**config.mk**
```make
export PLATFORM = sky130hd
export DESIGN_NAME = jk_cmd_sequencer
export DESIGN_NICKNAME = d
export VERILOG_FILES = /design/src/rtl/jk_cmd_pkg.sv /design/src/rtl/jk_cmd_fifo.sv /design/src/rtl/jk_cmd_sequencer.sv
export SDC_FILE = /design/constraint.sdc
export NUM_CORES = 1
export LEC_CHECK = 0
export BUFFER_PORTS_ARGS = -buffer_cell sky130_fd_sc_hd__buf_2
export CORE_MARGIN = 5
export CORE_UTILIZATION = 45
export DETAILED_ROUTE_END_ITERATION = 16
export GPL_TIMING_DRIVEN = 0
export MAX_ROUTING_LAYER = met4
export PLACE_DENSITY_LB_ADDON = 0.05
export SLEW_MARGIN = 20
export SYNTH_ARGS = -nofsm -noshare
export SYNTH_HDL_FRONTEND = slang
export SYNTH_SLANG_ARGS = --single-unit
```
**constraint.sdc**
```tcl
create_clock -name clk -period 3.2 [get_ports clk]
set_input_delay 0 -clock clk [delete_from_list [all_inputs] [get_ports clk]]
set_output_delay 0 -clock clk [all_outputs]
set_load 0.05 [all_outputs]
```
**src/rtl/jk_cmd_pkg.sv**
```systemverilog
// rtl/jk_cmd_pkg.sv - shared op codes, FSM states and JK helpers for jk_cmd_sequencer
package jk_cmd_pkg;

  localparam logic [1:0] JK_OP_HOLD   = 2'b00;
  localparam logic [1:0] JK_OP_CLEAR  = 2'b01;
  localparam logic [1:0] JK_OP_SET    = 2'b10;
  localparam logic [1:0] JK_OP_TOGGLE = 2'b11;

  typedef enum logic [1:0] {
    ST_IDLE  = 2'd0,
    ST_APPLY = 2'd1,
    ST_GAP   = 2'd2
  } state_t;

  // Returns {J, K} for a command op
  function automatic logic [1:0] op_to_jk(input logic [1:0] op);
    logic [1:0] jk;
    jk = 2'b00;
    case (op)
      JK_OP_CLEAR:  jk = 2'b01;
      JK_OP_SET:    jk = 2'b10;
      JK_OP_TOGGLE: jk = 2'b11;
      default:      jk = 2'b00;
    endcase
    return jk;
  endfunction

  // Next Q of a JK flop
  function automatic logic jk_next(input logic j, input logic k, input logic q);
    logic n;
    n = q;
    case ({j, k})
      2'b01:   n = 1'b0;
      2'b10:   n = 1'b1;
      2'b11:   n = ~q;
      default: n = q;
    endcase
    return n;
  endfunction

endpackage

```
**src/rtl/jk_cmd_fifo.sv**
```systemverilog
// rtl/jk_cmd_fifo.sv - circular command buffer with wrap-around pointers and occupancy count
module jk_cmd_fifo import jk_cmd_pkg::*; #(
  parameter int DEPTH = 4,
  parameter int W     = 6
) (
  input  logic         clk,
  input  logic         rstn,
  input  logic         push,
  input  logic [W-1:0] wdata,
  input  logic         pop,
  output logic [W-1:0] rdata,
  output logic         full,
  output logic         empty
);

  localparam int AW = (DEPTH > 1) ? $clog2(DEPTH) : 1;
  localparam int CW = AW + 1;

  logic [W-1:0]  mem [DEPTH];
  logic [AW-1:0] wr_ptr;
  logic [AW-1:0] rd_ptr;
  logic [CW-1:0] count;
  logic          do_push;
  logic          do_pop;

  // No push-through when full, even if the head is popped this cycle
  assign do_push = push && !full;
  assign do_pop  = pop && !empty;
  assign full    = (count == CW'(DEPTH));
  assign empty   = (count == '0);
  assign rdata   = mem[rd_ptr];

  // Storage write; contents need no reset since count gates every read
  always_ff @(posedge clk) begin
    if (do_push) mem[wr_ptr] <= wdata;
  end

  // Pointers wrap naturally because DEPTH is a power of two
  always_ff @(posedge clk or negedge rstn) begin
    if (!rstn) begin
      wr_ptr <= '0;
      rd_ptr <= '0;
      count  <= '0;
    end else begin
      if (do_push) wr_ptr <= wr_ptr + AW'(1);
      if (do_pop)  rd_ptr <= rd_ptr + AW'(1);
      case ({do_push, do_pop})
        2'b10:   count <= count + CW'(1);
        2'b01:   count <= count - CW'(1);
        default: count <= count;
      endcase
    end
  end

endmodule

```
**src/rtl/jk_cmd_sequencer.sv**
```systemverilog
// rtl/jk_cmd_sequencer.sv - buffered command player driving J/K of a JK flop; JK_CHECK_EN adds a Q checker
module jk_cmd_sequencer import jk_cmd_pkg::*; #(
  parameter int DEPTH   = 4,
  parameter int LEN_W   = 4,
  parameter int GAP_CYC = 1
) (
  input  logic             clk,
  input  logic             rstn,
  input  logic             cmd_valid,
  output logic             cmd_ready,
  input  logic [1:0]       cmd_op,
  input  logic [LEN_W-1:0] cmd_len,
  output logic             J,
  output logic             K,
  output logic             done,
`ifdef JK_CHECK_EN
  input  logic             q_fb,
  output logic             err,
`endif
  output logic             busy
);

  localparam logic [3:0] GAP_LOAD = (GAP_CYC > 0) ? 4'(GAP_CYC - 1) : 4'd0;

  state_t           state;
  logic [LEN_W-1:0] len_cnt;
  logic [3:0]       gap_cnt;
  logic             full;
  logic             empty;
  logic             pop_req;
  logic [LEN_W+1:0] head;
  logic [1:0]       head_op;
  logic [LEN_W-1:0] head_len;

  assign cmd_ready = !full;
  assign busy      = (state != ST_IDLE) || !empty;
  assign head_op   = head[LEN_W+1:LEN_W];
  assign head_len  = head[LEN_W-1:0];

  // Pop whenever the FSM is about to start a new command and one is waiting
  assign pop_req = !empty && ((state == ST_IDLE) ||
                              (state == ST_APPLY && len_cnt == '0 && GAP_CYC == 0) ||
                              (state == ST_GAP && gap_cnt == '0));

  jk_cmd_fifo #(.DEPTH(DEPTH), .W(LEN_W + 2)) u_fifo (
    .clk   (clk),
    .rstn  (rstn),
    .push  (cmd_valid),
    .wdata ({cmd_op, cmd_len}),
    .pop   (pop_req),
    .rdata (head),
    .full  (full),
    .empty (empty)
  );

  // Sequencer FSM with registered J/K/done; reset drops J/K immediately
  always_ff @(posedge clk or negedge rstn) begin
    if (!rstn) begin
      state   <= ST_IDLE;
      len_cnt <= '0;
      gap_cnt <= '0;
      J       <= 1'b0;
      K       <= 1'b0;
      done    <= 1'b0;
    end else begin
      case (state)
        ST_IDLE: begin
          if (pop_req) begin
            {J, K}  <= op_to_jk(head_op);
            len_cnt <= head_len;
            done    <= (head_len == '0);
            state   <= ST_APPLY;
          end else begin
            {J, K} <= 2'b00;
            done   <= 1'b0;
          end
        end
        ST_APPLY: begin
          if (len_cnt == '0) begin
            if (GAP_CYC != 0) begin
              {J, K}  <= 2'b00;
              done    <= 1'b0;
              gap_cnt <= GAP_LOAD;
              state   <= ST_GAP;
            end else if (pop_req) begin
              {J, K}  <= op_to_jk(head_op);
              len_cnt <= head_len;
              done    <= (head_len == '0);
            end else begin
              {J, K} <= 2'b00;
              done   <= 1'b0;
              state  <= ST_IDLE;
            end
          end else begin
            len_cnt <= len_cnt - LEN_W'(1);
            done    <= (len_cnt == LEN_W'(1));
          end
        end
        ST_GAP: begin
          if (gap_cnt == '0) begin
            if (pop_req) begin
              {J, K}  <= op_to_jk(head_op);
              len_cnt <= head_len;
              done    <= (head_len == '0);
              state   <= ST_APPLY;
            end else begin
              state <= ST_IDLE;
            end
          end else begin
            gap_cnt <= gap_cnt - 4'd1;
          end
        end
        default: begin
          {J, K} <= 2'b00;
          done   <= 1'b0;
          state  <= ST_IDLE;
        end
      endcase
    end
  end

`ifdef JK_CHECK_EN
  logic q_exp;

  // Shadow of the downstream flop; any disagreement latches err until reset
  always_ff @(posedge clk or negedge rstn) begin
    if (!rstn) begin
      q_exp <= 1'b0;
      err   <= 1'b0;
    end else begin
      q_exp <= jk_next(J, K, q_exp);
      err   <= err | (q_fb != q_exp);
    end
  end
`endif

endmodule
```
==> results of run 1 <==
-- sequential cells by signal, indices dropped and copies added (netlist names) --
signal and flops:
state 2, u_fifo.rd_ptr 2, J 1, len_cnt 4, u_fifo.wr_ptr 2, gap_cnt 4
u_fifo.count 3, done 1, K 1, u_fifo.mem 24
-- layout make-up --
type | count | area [sq um] | area share [%]
inverter | 10 | 37.54 | 1.581
tap | 52 | 65.06 | 2.741
multi-input combinational | 92 | 769.5 | 32.42
clock inverter | 3 | 46.29 | 1.950
timing repair buffer | 20 | 135.1 | 5.693
buffer | 6 | 30.03 | 1.265
clock buffer | 5 | 68.82 | 2.899
sequential | 44 | 1221 | 51.45
-- per-layer routing --
metal	GRT usage (%)	vias up	share of wire, %
met1	15.76	566	46
met2	19.45	22	47
met4	6.186	0	1.5
li1	-	596	-
met5	-	-	0
met3	3.472	6	4.9
-- kinds of logic (layout without fill, tap and decap cells) --
kind of cell             after synthesis  after routing  share of synthesized area (%)
AND/OR/NAND/NOR                       42             42                          11.79
flip-flops                            44             44                          59.33
adder cells (fa/ha/maj)               11             11                          7.052
XOR/XNOR                               8              8                          3.404
AO/OA/AOI/OAI                         23             23                          7.539
multiplexers                           8              8                          7.599
buffers and inverters                 16             44                          3.282
-- what timing repair did --
action | in CTS | in global routing
endpoints found under the hold margin | 44 | 0
hold buffers | 7 | 0
endpoints found under the setup margin | 0 | 0
setup buffers | 0 | 0
-- power by group --
| group | switching, mW | leakage [nW] | internal (mW) |
|---|---|---|---|
| Sequential | 0.0823 | 0.469 | 0.767 |
| Combinational | 0.504 | 0.460 | 0.361 |
| Clock | 0.197 | 0.0548 | 0.235 |
-- worst reg2reg max path, stage by stage (launching register included) --
cell and delay [ns]:
dfrtp_1 0.39, inv_1 0.12, ha_1 0.15, or3b_1 0.34, buf_2 0.16, a21oi_1 0.30
ha_1 0.26, fa_1 0.43, mux2_2 0.27
-- cell usage after synthesis (3+ instances only) --
master / count
edfxtp_1: 24
mux4_2: 6
inv_1: 10
o21ai_0: 8
xor2_1: 3
a21oi_1: 6
nand2_1: 8
buf_2: 3
nand2b_1: 3
xnor2_1: 5
and3_1: 5
ha_1: 10
dfrtp_1: 20
nand3_1: 3
nand3b_1: 3
nor2_1: 8
-- stage by stage --
| stage | setup WS [ns] | total power, mW | cells |
|---|---|---|---|
| 5_1_grt | 0.5541 | 2.310 | 232 |
| 3_5_place_dp | 0.6807 | 1.729 | 217 |
| 4_1_cts | 0.6662 | 2.176 | 232 |
| 6_report | 0.6927 | 2.146 | 232 |
| 2_1_floorplan | 0.8922 | 1.535 | 152 |
| 3_3_place_gp | 0.7530 | 1.700 | 217 |
-- worst max-delay path by stage --
stage                                   to                   start
2_1_floorplan  u_fifo.count[1]$_DFFE_PN0P_  gap_cnt[0]$_DFFE_PN0P_
3_3_place_gp   u_fifo.count[1]$_DFFE_PN0P_  gap_cnt[0]$_DFFE_PN0P_
3_5_place_dp   u_fifo.count[1]$_DFFE_PN0P_  gap_cnt[0]$_DFFE_PN0P_
4_1_cts        u_fifo.count[1]$_DFFE_PN0P_  gap_cnt[0]$_DFFE_PN0P_
5_1_grt        u_fifo.count[1]$_DFFE_PN0P_  gap_cnt[0]$_DFFE_PN0P_
6_report       u_fifo.count[1]$_DFFE_PN0P_  gap_cnt[0]$_DFFE_PN0P_
==> results.py, run 1 <==
metrics = {
    "status": {
        "status": "completed",
    },
    "cells_and_area": {
        "final.fill_count": 365,
        "fin_area_sq_um": 2374,
        "diodes": 0,
        "drive_gt1_share_pct": 22.22,
        "utilization_pct": 54.14,
        "area_delta_synth_final_pct": 15.32,
        "final_cell_mix": "24 x edfxtp_1, 20 x dfrtp_1, 16 x buf_2",
        "final_common_cell": "edfxtp_1",
        "nets": 199,
    },
    "timing": {
        "setup_tns_ns": 0,
        "setup_viol": 0,
        "hold_ws_ns": 0.1321,
        "rsz0062_at_grt": "no",
        "finalHoldViolCount": 0,
        "relSlewSlack_pct": 68.69,
        "skew_ns": 0.009224,
        "worstMarginPinSlew_ns": 0.4696,
        "final_max_slew_viol_count": 0,
        "maxClockFrequency_ghz": 0.3988,
        "period_share_pct": 78.35,
        "period_minus_slack_ns": 2.507,
    },
    "setup_path": {
        "reg2reg_from": "gap_cnt[0]$_DFFE_PN0P_",
        "crit_path_top_delay_cell": "fa_1",
        "worst_path_most_repeated_cell": "ha_1",
        "path_max_fanout": 6,
        "cp-start-kind": "register",
        "endpoint_kind": "register",
        "worstSetupPathDepth": 8,
        "cp_top_family": "adder cells",
        "critPathMaxStageDelay_ns": 0.43,
        "reg2regPathDepth": 8,
        "path_cells": "inv_1 > ha_1 > or3b_1 > buf_2 > a21oi_1 > ha_1 > fa_1 > mux2_2",
        "r2r_setup_slack_ns": 0.69,
        "crit_type": "reg2reg",
        "cp_num_buf_inv": 2,
        "required_ns": 3.39,
        "reg2reg_to": "u_fifo.count[1]$_DFFE_PN0P_",
        "cp.arrival_ns": 2.70,
    },
    "pwr": {
        "total_leakage_power_nw": 0.9834,
        "powerDensity_nw_per_um2": 904.2,
        "ir_worst_vdd_mv": 0.4536,
    },
    "synthesis": {
        "synth_top_area_cell": "edfxtp_1",
        "yosys_warnings": 0,
        "async_reset_ff_share_pct": 45.45,
        "yosysUniqueCellTypes": 39,
        "synth-main-ff-cell": "edfxtp_1",
        "syn-num-nets": 172,
        "ys_seq_elements": 44,
        "syn_area_sq_um": 2058,
        "synthCells": 152,
        "synth_area_leaders": "edfxtp_1 35%, dfrtp_1 24%, mux4_2 6.6%",
        "synth_edf_count": 24,
        "syn_area_per_cell_sq_um": 13.54,
        "ys_seq_area_share_pct": 59.33,
        "netlist.area_leader.share_pct": 35.02,
    },
    "placed_design": {
        "place_area_sq_um": 2188,
        "io_buffers": 13,
        "gp_congestion": 0.7547,
        "post-dp-hpwl_um": 2329,
    },
    "drt": {
        "drt-total-wl_um": 3340,
        "vias": 1190,
        "wire_per_inst_um": 14.40,
        "postRouteAntennaNets": 0,
        "via_per_inst": 5.129,
        "drt_iter0_markers": 39,
        "drc": 0,
        "dr.pass1.iters": 4,
    },
    "floorplanning": {
        "start_util_pct": 46.95,
        "core_sq_um": 4384,
        "die_h_um": 77.63,
        "io_pins": 14,
        "die_area_sq_um": 6026,
        "rows": 24,
        "die_w_um": 77.63,
    },
    "global_route": {
        "grt_overflow": 0,
        "track_usage_pct": 12.79,
        "grt_pass1_wl_um": 5754,
        "antenna_found_initial": 0,
        "grt_pass1_vias": 1199,
        "grt_max_degree": 21,
    },
    "clock_network": {
        "path_clk_slew_ns": 0.08,
        "cts-root-buf": "clkbuf_8",
        "clkLatencyLatePin_ns": 0.30,
        "cts_resized": 0,
        "cts_tree": "yes",
        "cts.sinks": 44,
        "clk_path_buf_depth": 2,
        "cts_buffers": 5,
        "htree_levels": 2,
    },
    "worst_hold_path": {
        "hold_depth": 3,
        "hold_class": "in2reg",
        "holdPathEnd": "u_fifo.wr_ptr[0]$_DFFE_PN0P_",
        "worstHoldStart": "cmd_valid",
    },
    "job": {
        "max_cap_viol_count": 0,
    },
}
Power figures use the tool's default switching activity.
==> run 2, diff against run 1 <==
ABC_AREA = 1   (was default)
clock period = 2.3 ns   (was 3.2 ns; I/O delays follow)
==> run 2 against run 1 <==
  * Non-clock buffer count unchanged
  * Area after synthesis shrank 0.24%
  * First-iteration DRC count is 49% higher
  * Sequential power rose by 46%
  * Highest routed layer unchanged
  * Critical path depth up 3
  * Worst hold slack better by 0.059 ns
  * Clock skew is 0.0014 ns higher
==> results.py, run 2 <==
metrics = {
    "status": {
        "status": "completed",
    },
    "placed_design": {
        "dp.cells": 263,
        "post-dp-hpwl_um": 2593,
        "gp_congestion": 0.7734,
        "place_area_sq_um": 2183,
        "io_buffers": 13,
        "pre_cts_ws_ns": -0.03089,
    },
    "drt": {
        "wl_met1_um": 1611,
        "dr.pass1.iters": 6,
        "vias": 1374,
        "postRouteAntennaNets": 0,
        "drt_iter0_markers": 58,
        "via_per_inst": 4.890,
        "drt-total-wl_um": 3648,
        "routed.top_layer": "met4",
        "drc": 0,
        "met2WireLength_um": 1869,
        "wl_met3_um": 151,
        "wire_per_inst_um": 12.98,
    },
    "synthesis": {
        "syn_area_sq_um": 2053,
        "synth_edf_count": 24,
        "synthCells": 198,
        "syn_area_per_cell_sq_um": 10.37,
        "async_reset_ff_share_pct": 45.45,
        "yosysUniqueCellTypes": 24,
        "ys_seq_elements": 44,
        "synth_top_area_cell": "edfxtp_1",
        "synth_area_leaders": "edfxtp_1 35%, dfrtp_1 24%, nand2_1 8.8%",
        "netlist.area_leader.share_pct": 35.10,
        "syn-num-nets": 218,
        "yosysMostFrequentCell": "nand2_1",
        "synth-main-ff-cell": "edfxtp_1",
        "ys_seq_area_share_pct": 59.48,
        "synth.top_cells.by_count": "48 x nand2_1, 24 x edfxtp_1, 20 x dfrtp_1",
        "yosys_warnings": 0,
    },
    "setup_path": {
        "path_max_fanout": 5,
        "critPathMaxStageDelay_ns": 0.37,
        "worst_path_most_repeated_cell": "inv_1",
        "cp-start-kind": "register",
        "cp_top_family": "adder cells",
        "endpoint_kind": "register",
        "crit_type": "reg2reg",
        "path_cells": "inv_1 > ha_1 > nand3_2 > nand2_1 > nand3_4 > inv_1 > ha_2 > fa_1 > a21oi_1 > o21ai_0 > xor2_1",
        "cp.arrival_ns": 2.25,
        "required_ns": 2.46,
        "crit_path_top_delay_cell": "fa_1",
        "cp_num_buf_inv": 2,
    },
    "job": {
        "max_cap_viol_count": 0,
    },
    "global_route": {
        "grt_pass1_vias": 1367,
        "track_usage_pct": 13.57,
        "grt_pass1_wl_um": 6292,
        "antenna_found_initial": 0,
        "grt_max_degree": 21,
        "grt_overflow": 0,
    },
    "cells_and_area": {
        "seqCellArea_sq_um": 1221,
        "area_delta_synth_final_pct": 16.70,
        "final_cell_mix": "48 x nand2_1, 24 x edfxtp_1, 20 x dfrtp_1",
        "final_common_cell": "nand2_1",
        "drive_gt1_share_pct": 16.16,
        "top_register": "u_fifo.mem",
        "multi_input_area_sq_um": 752.0,
        "final.fill_count": 384,
        "top_regs": "u_fifo.mem (24), gap_cnt (4), len_cnt (4)",
        "fin_area_sq_um": 2396,
        "finalNonFillerCells": 281,
        "utilization_pct": 54.65,
        "nets": 248,
        "largest_register_ffs": 24,
        "diodes": 0,
    },
    "timing": {
        "setup_viol": 0,
        "relSlewSlack_pct": 57.69,
        "hold_ws_ns": 0.1910,
        "worstMarginPinSlew_ns": 0.6323,
        "period_minus_slack_ns": 2.087,
        "finalHoldViolCount": 0,
        "maxClockFrequency_ghz": 0.4792,
        "setup_tns_ns": 0,
        "skew_ns": 0.01065,
        "period_share_pct": 90.73,
        "rsz0062_at_grt": "no",
        "fin_ws_ns": 0.2133,
        "final_max_slew_viol_count": 0,
    },
    "pwr": {
        "combPwrFrac_pct": 46.1,
        "powerDensity_nw_per_um2": 1353,
        "p_int_mw": 1.910,
        "power.switching_mw": 1.332,
        "total_power_mw": 3.242,
        "netSwitchingFraction_pct": 41.09,
        "total_leakage_power_nw": 1.075,
        "p_clk_share_pct": 15.7,
        "seq_power_share_pct": 38.3,
        "ir_worst_vdd_mv": 0.5539,
    },
    "floorplanning": {
        "die_h_um": 77.55,
        "start_util_pct": 46.83,
        "die_w_um": 77.55,
        "die_area_sq_um": 6013,
        "core_sq_um": 4384,
        "rows": 24,
        "io_pins": 14,
    },
    "clock_network": {
        "clk_path_buf_depth": 2,
        "cts_tree": "yes",
        "path_clk_slew_ns": 0.08,
        "cts-root-buf": "clkbuf_8",
        "htree_levels": 2,
        "cts_buffers": 5,
        "cts.sinks": 44,
        "clkLatencyLatePin_ns": 0.28,
    },
    "worst_hold_path": {
        "hold_class": "in2async",
    },
}
[run 2: changes by cell type after synthesis, moves of 4 or more]
cell     change
nand2_1     +40
nand3_1     +16
nor2_1       +6
o21ai_0      +7
and3_1       -5
xnor2_1      -4
inv_1        +9
mux4_2       -6
[run 2: final timing paths]
| check | start | to | slack (ns) | cells after the start |
|---|---|---|---|---|
| worst max-delay path | gap_cnt[0]$_DFFE_PN0P_ | u_fifo.count[2]$_DFFE_PN0P_ | 0.21 | 11 |
| worst min-delay path | rstn | len_cnt[2]$_DFFE_PN0P_ | 0.19 | 2 |
| worst max register to register | gap_cnt[0]$_DFFE_PN0P_ | u_fifo.count[2]$_DFFE_PN0P_ | 0.21 | 11 |
| worst min register to register | J$_DFFE_PN0P_ | J$_DFFE_PN0P_ | 0.50 | 2 |
| max in group asynchronous | rstn | u_fifo.wr_ptr[1]$_DFFE_PN0P_ | 1.78 | 2 |
| min in group clk | cmd_valid | u_fifo.wr_ptr[1]$_DFFE_PN0P_ | 0.20 | 3 |
[run 2: layout make-up]
type                            count  area share (%)
Multi-Input combinational cell    130           31.38
Sequential cell                    44           50.97
Clock buffer                        8           4.178
Buffer                              3          0.8877
Tap cell                           52           2.715
Inverter                           21           3.290
Timing Repair Buffer               23           6.580
[run 2: routing by layer]
metal,up-vias,GRT usage [%]
met5,-,-
met2,25,22.64
met1,629,16.67
li1,718,-
met4,0,3.780
met3,2,2.894
[run 2: cell families after synthesis]
family | Yosys count | share of synthesized area, %
mux | 1 | 0.5484
fa+ha+maj | 11 | 7.069
flops | 44 | 59.48
compound gates | 23 | 5.972
simple gates | 89 | 19.50
xor+xnor | 6 | 2.559
buf+inv | 24 | 4.875
[run 2: power groups by stage]
| stage | clock network (mW) | logic [mW] | registers (mW) |
|---|---|---|---|
| 2_1_floorplan | 0 | 1.04 | 1.30 |
| 3_3_place_gp | 0 | 1.39 | 1.25 |
| 3_5_place_dp | 0 | 1.43 | 1.26 |
| 4_1_cts | 0.523 | 1.45 | 1.24 |
| 5_1_grt | 0.558 | 1.73 | 1.27 |
| 6_report | 0.509 | 1.49 | 1.24 |
[run 2: what timing repair did]
action	in CTS	in global routing
resized for setup	1	3
hold buffers	7	0
setup endpoints to repair	2	2
cloned	0	0
setup buffers	0	3
endpoints found under the hold margin	44	0
